$ cat config.mk
export PLATFORM = sky130hd
export DESIGN_NAME = pulse_sched
export DESIGN_NICKNAME = d
export VERILOG_FILES = /design/src/rtl/pulse_sched_pkg.sv /design/src/rtl/pulse_rr_arb.sv /design/src/rtl/pulse_sched.sv
export SDC_FILE = /design/constraint.sdc
export NUM_CORES = 1
export LEC_CHECK = 0
export CAP_MARGIN = 10
export CELL_PAD_IN_SITES_DETAIL_PLACEMENT = 1
export CELL_PAD_IN_SITES_GLOBAL_PLACEMENT = 2
export CORE_ASPECT_RATIO = 1.75
export CORE_UTILIZATION = 31
export DETAILED_ROUTE_END_ITERATION = 12
export GPL_ROUTABILITY_DRIVEN = 0
export PLACE_DENSITY = 0.9
export SKIP_LAST_GASP = 1
export SLEW_MARGIN = 20
export SYNTH_ARGS = -nofsm -noshare
export SYNTH_HDL_FRONTEND = slang
export SYNTH_SLANG_ARGS = --single-unit
export TNS_END_PERCENT = 10
$ cat constraint.sdc
create_clock -name clk -period 11.77 [get_ports clk]
set_clock_uncertainty 0.1 [all_clocks]
set_input_delay 2.9425 -clock clk [delete_from_list [all_inputs] [get_ports clk]]
set_output_delay 2.9425 -clock clk [all_outputs]
set_load 0.005 [all_outputs]
$ cat src/rtl/pulse_sched_pkg.sv
// Shared types and helpers for the pulse_sched round-robin impulse scheduler.
package pulse_sched_pkg;

    typedef enum logic {
        IDLE = 1'b0,
        RUN  = 1'b1
    } state_e;

    // A programmed period of 0 behaves as period 1 (an impulse every cycle).
    function automatic logic [31:0] eff_period(input logic [31:0] p);
        return (p == 32'd0) ? 32'd1 : p;
    endfunction

endpackage

$ cat src/rtl/pulse_rr_arb.sv
// Combinational round-robin picker: first requester after last_grant_i wins.
module pulse_rr_arb
    import pulse_sched_pkg::*;
#(
    parameter int NCH = 4,
    parameter int IW  = $clog2(NCH)
) (
    input  logic [NCH-1:0] req_i,
    input  logic [IW-1:0]  last_grant_i,
    output logic [NCH-1:0] grant_o,
    output logic [IW-1:0]  grant_idx_o
);

    logic [IW:0]   sum;
    logic [IW-1:0] idx;
    logic          found;

    always_comb begin
        grant_o     = '0;
        grant_idx_o = '0;
        found       = 1'b0;
        sum         = '0;
        idx         = '0;
        // k = NCH wraps back to last_grant itself, so it has lowest priority.
        for (int k = 1; k <= NCH; k++) begin
            sum = {1'b0, last_grant_i} + (IW+1)'(k);
            if (sum >= (IW+1)'(NCH)) begin
                sum = sum - (IW+1)'(NCH);
            end
            idx = sum[IW-1:0];
            if (!found && req_i[idx]) begin
                found        = 1'b1;
                grant_o[idx] = 1'b1;
                grant_idx_o  = idx;
            end
        end
    end

endmodule

$ cat src/rtl/pulse_sched.sv
// Shared periodic impulse engine: grants one requester at a time and plays
// its (period, count) burst as single-cycle impulses tagged with the channel.
module pulse_sched
    import pulse_sched_pkg::*;
#(
    parameter int NCH = 4,
    parameter int PW  = 8,
    parameter int CW  = 8
) (
    input  logic                    clk,
    input  logic                    reset,
    input  logic [NCH-1:0]          req_valid,
    input  logic [NCH*PW-1:0]       req_period,
    input  logic [NCH*CW-1:0]       req_count,
    output logic [NCH-1:0]          req_ready,
    input  logic                    abort,
    output logic                    impulse,
    output logic [$clog2(NCH)-1:0]  impulse_ch,
    output logic                    busy,
    output logic                    done,
    output logic                    aborted
);

    localparam int IW = $clog2(NCH);

    // Handshake: a burst is accepted in a cycle where req_valid[g] & req_ready[g].
    // req_ready is one-hot or zero, only in IDLE, and requesters hold their
    // payload stable until accepted.

    state_e         state_q, state_d;
    logic [PW-1:0]  period_q, period_d;
    logic [PW-1:0]  phase_q, phase_d;
    logic [CW-1:0]  remaining_q, remaining_d;
    logic [IW-1:0]  last_grant_q, last_grant_d;
    logic [IW-1:0]  ch_q, ch_d;
    logic           impulse_q, impulse_d;
    logic           done_q, done_d;
    logic           aborted_q, aborted_d;

    logic [NCH-1:0] grant;
    logic [IW-1:0]  grant_idx;
    logic           handshake;
    logic [PW-1:0]  sel_period;
    logic [CW-1:0]  sel_count;

    logic           step_en;
    logic [PW-1:0]  step_period;
    logic [PW-1:0]  step_phase;
    logic [CW-1:0]  step_rem;

    pulse_rr_arb #(.NCH(NCH), .IW(IW)) u_arb (
        .req_i        (req_valid),
        .last_grant_i (last_grant_q),
        .grant_o      (grant),
        .grant_idx_o  (grant_idx)
    );

    assign req_ready  = (state_q == IDLE) ? grant : '0;
    assign handshake  = |(req_valid & req_ready);
    assign sel_period = req_period[grant_idx*PW +: PW];
    assign sel_count  = req_count[grant_idx*CW +: CW];

    always_comb begin
        state_d      = state_q;
        period_d     = period_q;
        phase_d      = phase_q;
        remaining_d  = remaining_q;
        last_grant_d = last_grant_q;
        ch_d         = ch_q;
        impulse_d    = 1'b0;
        done_d       = 1'b0;
        aborted_d    = 1'b0;
        step_en      = 1'b0;
        step_period  = period_q;
        step_phase   = phase_q;
        step_rem     = remaining_q;

        case (state_q)
            IDLE: begin
                if (handshake) begin
                    state_d      = RUN;
                    last_grant_d = grant_idx;
                    ch_d         = grant_idx;
                    period_d     = PW'(eff_period(32'(sel_period)));
                    // The handshake cycle counts as phase 0, so impulses land at t+k*P.
                    step_period  = PW'(eff_period(32'(sel_period)));
                    step_phase   = '0;
                    step_rem     = sel_count;
                    if (sel_count == '0) begin
                        done_d = 1'b1;
                    end else begin
                        step_en = 1'b1;
                    end
                end
            end
            RUN: begin
                if (done_q) begin
                    state_d = IDLE;
                end else if (abort) begin
                    state_d   = IDLE;
                    aborted_d = 1'b1;
                end else begin
                    step_en = 1'b1;
                end
            end
            default: state_d = IDLE;
        endcase

        if (step_en) begin
            if (step_phase == step_period - PW'(1)) begin
                impulse_d   = 1'b1;
                phase_d     = '0;
                remaining_d = step_rem - CW'(1);
                done_d      = (step_rem == CW'(1));
            end else begin
                phase_d     = step_phase + PW'(1);
                remaining_d = step_rem;
            end
        end
    end

    always_ff @(posedge clk) begin
        if (reset) begin
            state_q      <= IDLE;
            period_q     <= '0;
            phase_q      <= '0;
            remaining_q  <= '0;
            last_grant_q <= IW'(NCH-1);
            ch_q         <= '0;
            impulse_q    <= 1'b0;
            done_q       <= 1'b0;
            aborted_q    <= 1'b0;
        end else begin
            state_q      <= state_d;
            period_q     <= period_d;
            phase_q      <= phase_d;
            remaining_q  <= remaining_d;
            last_grant_q <= last_grant_d;
            ch_q         <= ch_d;
            impulse_q    <= impulse_d;
            done_q       <= done_d;
            aborted_q    <= aborted_d;
        end
    end

    assign busy       = (state_q == RUN);
    assign impulse    = impulse_q;
    assign done       = done_q;
    assign aborted    = aborted_q;
    assign impulse_ch = ch_q;

endmodule

# Word level (Yosys, flattened, before mapping)
# Cells that the tools add are included.
[word_totals] regBits=32 in_bits=71 output_inout_bits=10 elab_cells=113
[op_classes] addsub=11 magnitude_cmp=12 n_eq_ne=2 shifts=2 n_mux=55 bitwise=6 n_reduce_logical=16
[ops] operator="8-bit two-way mux" n=9
[ops] operator="32-bit by 6-bit variable part select with 8-bit output" n=2
[ops] operator="1-bit two-way mux" n=23
[ops] operator="4-bit two-way mux" n=5
[ops] operator="8-bit logical NOT" n=2
[ops] operator="2-bit two-way mux" n=8
[ops] operator="8-bit by 1-bit subtractor with 8-bit output, second input constant" n=2
[ops] operator="3-bit >= comparator, second input constant" n=4
[ops] operator="2-bit by 3-bit less-than comparator with 1-bit output, second input constant" n=4
[ops] operator="4-bit bitwise OR" n=3
[ops] operator="8-bit by 1-bit adder with 8-bit output, second input constant" n=1
[ops] operator="1-bit binary-select mux with 2-bit select" n=4
[ops] operator="1-bit demux with 2-bit select" n=4
[ops] operator="8-bit by 1-bit equality test with 1-bit output, second input constant" n=1
[ops] operator="8-bit equality test" n=1
[ops] operator="2-bit by 1-bit >= comparator with 1-bit output, second input constant" n=4
[ops] operator="2-bit by 1-bit subtractor with 2-bit output, second input constant" n=4
[ops] operator="1-bit logical AND" n=7
[ops] operator="2-bit by 2-bit adder with 3-bit output, second input constant" n=2
[ops] operator="4-bit bitwise AND" n=1
[ops] operator="1-bit one-hot mux with 2 select lines" n=2
[ops] operator="4-bit OR reduction" n=1
[ops] operator="2-bit by 1-bit adder with 3-bit output, second input constant" n=1
[ops] operator="2-bit by 3-bit adder with 3-bit output, second input constant" n=1
[ops] operator="5 further kinds" n=8

# Depth between registers and ports, before layout
[depth] word_depth=24 ltp_mapped=28 ltp_nobuf=18

# Modules after synthesis
# Synthesis repeated with hierarchy kept, for this count alone.
[unflattened] cells_unflattened=363 area_unflattened_um2=3021.6
[modules_own_cells] mod="pulse_sched" n_inst=1 cells_per_inst=304 area_each_um2=2531.2 seq_area_each_um2=640.6
[modules_own_cells] mod="pulse_rr_arb" n_inst=1 cells_per_inst=59 area_each_um2=490.5 seq_area_each_um2=0.0

# Worst setup path after synthesis
# No wires, ideal clock.
[synth_timing] kind="input to register" start="in req_valid[1]" end="reg remaining_q[6]" setup_time_ns=0.121 arrival_time_ns=7.559 required_time_ns=11.549 setup_slack_ns=3.990 path_stages=20 path_buffers=5 cell_sequence="buf_2 > mux4_2 > nand2_1 > a21oi_2 > a222oi_1 > a41o_1 > buf_2 > buf_1 > clkbuf_1 > nor2_1 > a21oi_1 > ha_1 > clkbuf_1 > xnor2_1 > xnor2_1 > or4b_1 > a21oi_1 > nand4_1 > nor4_1 > mux2_2"
[synth_via] elab_chain_len=20 word_cells_on_any_way=49 classes_between="add/sub: 2; eq/ne: 1; shift: 2; mux: 31; bitwise: 4; reduce/logical: 9"
[synth_lines] item="from (decl)" line_no="pulse_sched.sv:12" rtl="input logic [NCH-1:0] req_valid,"
[synth_lines] item="1-bit binary-select mux with 2-bit select" line_no="pulse_rr_arb.sv:31" rtl="if (!found && req_i[idx]) begin"
[synth_lines] item="1-bit two-way mux (not written as such)" line_no="pulse_rr_arb.sv:31"
[synth_lines] item="1-bit two-way mux" line_no="pulse_rr_arb.sv:31"
[synth_lines] item="1-bit logical NOT" line_no="pulse_rr_arb.sv:31"
[synth_lines] item="1-bit logical AND" line_no="pulse_rr_arb.sv:31"
[synth_lines] item="1-bit two-way mux" line_no="pulse_rr_arb.sv:31"
[synth_lines] item="1-bit logical NOT" line_no="pulse_rr_arb.sv:31"
[synth_lines] item="1-bit logical AND" line_no="pulse_rr_arb.sv:31"
[synth_lines] item="[4 not listed]"
[synth_lines] item="32-bit by 6-bit variable part select with 8-bit output or 4-bit two-way mux (tied branches)" line_no="pulse_sched.sv:60, pulse_sched.sv:58"
[synth_lines] item="8-bit logical NOT or 4-bit bitwise AND (tied branches)" line_no="pulse_sched_pkg.sv:11, pulse_sched.sv:59"
[synth_lines] item="8-bit two-way mux or 4-bit OR reduction (tied branches)" line_no="pulse_sched_pkg.sv:11, pulse_sched.sv:59"
[synth_lines] item="8-bit two-way mux"
[synth_lines] item="8-bit two-way mux" line_no="pulse_sched.sv:78" rtl="case (state_q)"
[synth_lines] item="8-bit by 1-bit subtractor with 8-bit output" line_no="pulse_sched.sv:110" rtl="if (step_phase == step_period - PW'(1)) begin"
[synth_lines] item="8-bit equality test" line_no="pulse_sched.sv:110"
[synth_lines] item="8-bit two-way mux" line_no="pulse_sched.sv:110"
[synth_lines] item="to (signal assigned)" line_no="pulse_sched.sv:137" rtl="remaining_q <= remaining_d;"
[synth_lines] item="to (decl)" line_no="pulse_sched.sv:33" rtl="logic [CW-1:0] remaining_q, remaining_d;"
# Parallel ways exist; a longest one is shown, timed or not. The select of a mux whose other input is x is not followed.
# A chain may end at the register's enable or synchronous reset.

# Worst setup path after layout
[layout_timing] start="in req_valid[1]" end="reg remaining_q[5]"
# Same word-level chain as after synthesis.

==> flow_metrics.env <==
export IMPL_grt_pass1_wl_um=22400
export IMPL_syn_nets=562
export IMPL_n_fill_cell=1387
export IMPL_ys_types=70
export IMPL_synth_top_cell_by_area="dfxtp_1"
export IMPL_detailed_place_area_um2=4440
export IMPL_synth_top_area_share=0.177
export IMPL_fin_ws_ns=2.64
export IMPL_post_cts_buffers=0
export IMPL_min_period_ns=9.13
export IMPL_cts_root_buffer="clkbuf_16"
export IMPL_maxCapViolations=0
export IMPL_core_area_um2=11200
export IMPL_crit_required_ns=11.84
export IMPL_fin_crit_sh=0.776
export IMPL_detail_route_antenna_nets=0
export IMPL_synth_most_common_cell="nand2_1"
export IMPL_critPathKind="in -> reg"
export IMPL_drtIter0Drc=146
export IMPL_n_antenna_cell=0
export IMPL_yosysSeqAreaShare=0.177
export IMPL_dieHeight_um=145
export IMPL_die_area_um2=12100
export IMPL_drt_wirelength_per_cell_um=21.1
export IMPL_cts_sinks=32
export IMPL_worst_ir_drop_vdd_mv=0.170
export IMPL_holdPathEnd="impulse_ch[1]"
export IMPL_routed_wl_um=14000
export IMPL_nNetsFinal=616
export IMPL_synth_edf_count=0
export IMPL_synthCells=479
export IMPL_pin_count=81
export IMPL_dominantRegCellSynth="dfxtp_1"
export IMPL_yosys_top_cells_count="nand2_1 (63), mux2i_1 (43), nor2_1 (36), a21oi_1 (34), dfxtp_1 (32)"
export IMPL_path_max_fanout=31
export IMPL_vias=4068
export IMPL_tns_ns=0
export IMPL_grt_pass1_vias=4306
export IMPL_synthArstFlopShare=0
export IMPL_r2r_start="last_grant_q[0]"
export IMPL_die_x_um=83.7
export IMPL_dp_slack_ns=2.44
export IMPL_slew_violations=0
export IMPL_power_mw=1.37
export IMPL_cp_start_kind="input pin"
export IMPL_drc=0
export IMPL_dpl_hpwl_um=10900
export IMPL_initial_core_util=0.322
export IMPL_relSlewSlack=0.326
export IMPL_clk_latency_ns=0.29
export IMPL_finalHoldViolCount=0
export IMPL_power_density_nw_per_um2=297
export IMPL_r2r_end="remaining_q[5]"
export IMPL_stdcell_area_um2=4610
export IMPL_area_growth_pct=27.5
export IMPL_htreeDepth=2
export IMPL_clk_path_buf_depth=2
export IMPL_clock_fmax_ghz=0.110
export IMPL_r2r_slack_ns=4.15
export IMPL_antenna_found_initial=0
export IMPL_grt_total_usage=0.229
export IMPL_cts_made_buffers=5
export IMPL_holdPathStages=2
export IMPL_yosys_warnings=0
export IMPL_clk_pin_slew_ns=0.06
export IMPL_ff2ff_path_depth=18
export IMPL_grt_max_degree=39
export IMPL_hold_ws_ns=0.366
export IMPL_tritoncts="done"
export IMPL_synth_seq_cells=32
export IMPL_rsz0062_at_grt="no"
export IMPL_hold_buffers=0
export IMPL_synth_area_um2=3620
export IMPL_status="complete, no violations"
export IMPL_cts_resized=0
export IMPL_syn_avg_cell_area_um2=7.55
export IMPL_hold_class="reg -> reg"
export IMPL_drive_above_1_share=0.0824
export IMPL_vias_per_cell=6.11
export IMPL_tightest_slew_ns=1.01
export IMPL_worst_hold_startpoint="impulse_ch[1]"
export IMPL_power_leakage_nw=1.74
export IMPL_arrival_ns=9.20
export IMPL_synth_area_leaders="dfxtp_1 (18%), mux2i_1 (12%), nand2_1 (6.5%)"
export IMPL_portBuffers=80
export IMPL_setup_viol=0
export IMPL_rows=51
export IMPL_dr_pass1_iters=4
export IMPL_grt_ovfl_total=0
export IMPL_end_kind="flip-flop"
registers in the layout (all words and copies together), names as in the netlist:
register,count
last_grant_q,2
impulse,1
aborted,1
phase_q,8
done,1
remaining_q,8
impulse_ch,2
period_q,8
busy,1
area by class of cell:
type,count,area (µm²),share of cell area
sequential,32,641,0.139
clock inverter,3,42.5,0.00922
clock buffer,5,125,0.0271
multi-input combinational,399,2760,0.599
inverter,10,37.5,0.00814
timing repair buffer,85,838,0.182
tap,132,165,0.0358
worst max path at each step:
stage,start,to,depth (start not counted),slack [ns]
detailed placement,req_valid[1],remaining_q[6],17,2.44
CTS,req_valid[1],remaining_q[6],17,2.72
global placement,req_valid[1],remaining_q[6],17,2.68
floorplan,req_valid[1],remaining_q[6],20,3.99
global route,req_valid[1],remaining_q[6],17,2.21
finish,req_valid[1],remaining_q[5],17,2.64
worst max-delay path, cell delays in order:
cell and delay (ns):
clkdlybuf4s50_1 0.80, mux2_4 0.46, or3_1 0.41, o211ai_4 0.10
buf_4 0.44, inv_2 0.16, mux4_2 0.48, a311oi_2 0.28
or2_2 0.18, ha_1 0.34, xnor2_1 0.15, xnor2_1 0.16
or4b_1 0.47, a21oi_1 0.17, nand4_1 0.68, or3_4 0.66
a211o_1 0.27
cell usage in the layout, fill, tap and decap left out, types with 8 or more instances in the layout:
master / netlist / routed
mux2_2: 8 / 8
dfxtp_1: 32 / 32
inv_1: 9 / 9
nand3_1: 14 / 14
a31oi_1: 8 / 8
nand2_1: 63 / 63
clkdlybuf4s50_1: 0 / 80
nor4_1: 10 / 10
xnor2_1: 8 / 8
o21ai_0: 15 / 15
nor3_1: 16 / 16
ha_1: 12 / 12
a21oi_1: 34 / 34
nor2_1: 36 / 36
o211ai_1: 14 / 14
mux2i_1: 43 / 43
kinds of logic (layout without fill, tap and decap cells):
| logic type | Yosys count | in the layout | share of synthesized area |
|---|---|---|---|
| compound gates | 125 | 125 | 0.242 |
| buf+inv | 48 | 103 | 0.0640 |
| xor+xnor | 10 | 10 | 0.0242 |
| simple gates | 195 | 195 | 0.276 |
| fa+ha+maj | 12 | 12 | 0.0415 |
| mux | 57 | 57 | 0.176 |
| flops | 32 | 32 | 0.177 |
per-stage QoR:
stage	instances	utilization
after detailed placement	658	0.396
after global placement	658	0.396
after floorplan	479	-
after CTS	666	0.411
after global routing	666	0.411
final	666	0.411
metal layers:
metal  vias up  global-route usage  routed length [µm]
met5         -                   0                   0
met4         0               0.103                 561
met3        37              0.0250                 363
met2        99               0.454                8000
met1      2017               0.230                5110
li1       1915                   -                   -
where the power goes:
| group | leakage (nW) | internal [mW] | switching [mW] |
|---|---|---|---|
| combinational | 1.39 | 0.390 | 0.636 |
| sequential | 0.261 | 0.144 | 0.0473 |
| clock | 0.0798 | 0.0994 | 0.0528 |
| total | 1.74 | 0.633 | 0.736 |
No activity file was read; power rests on OpenSTA's default activity.
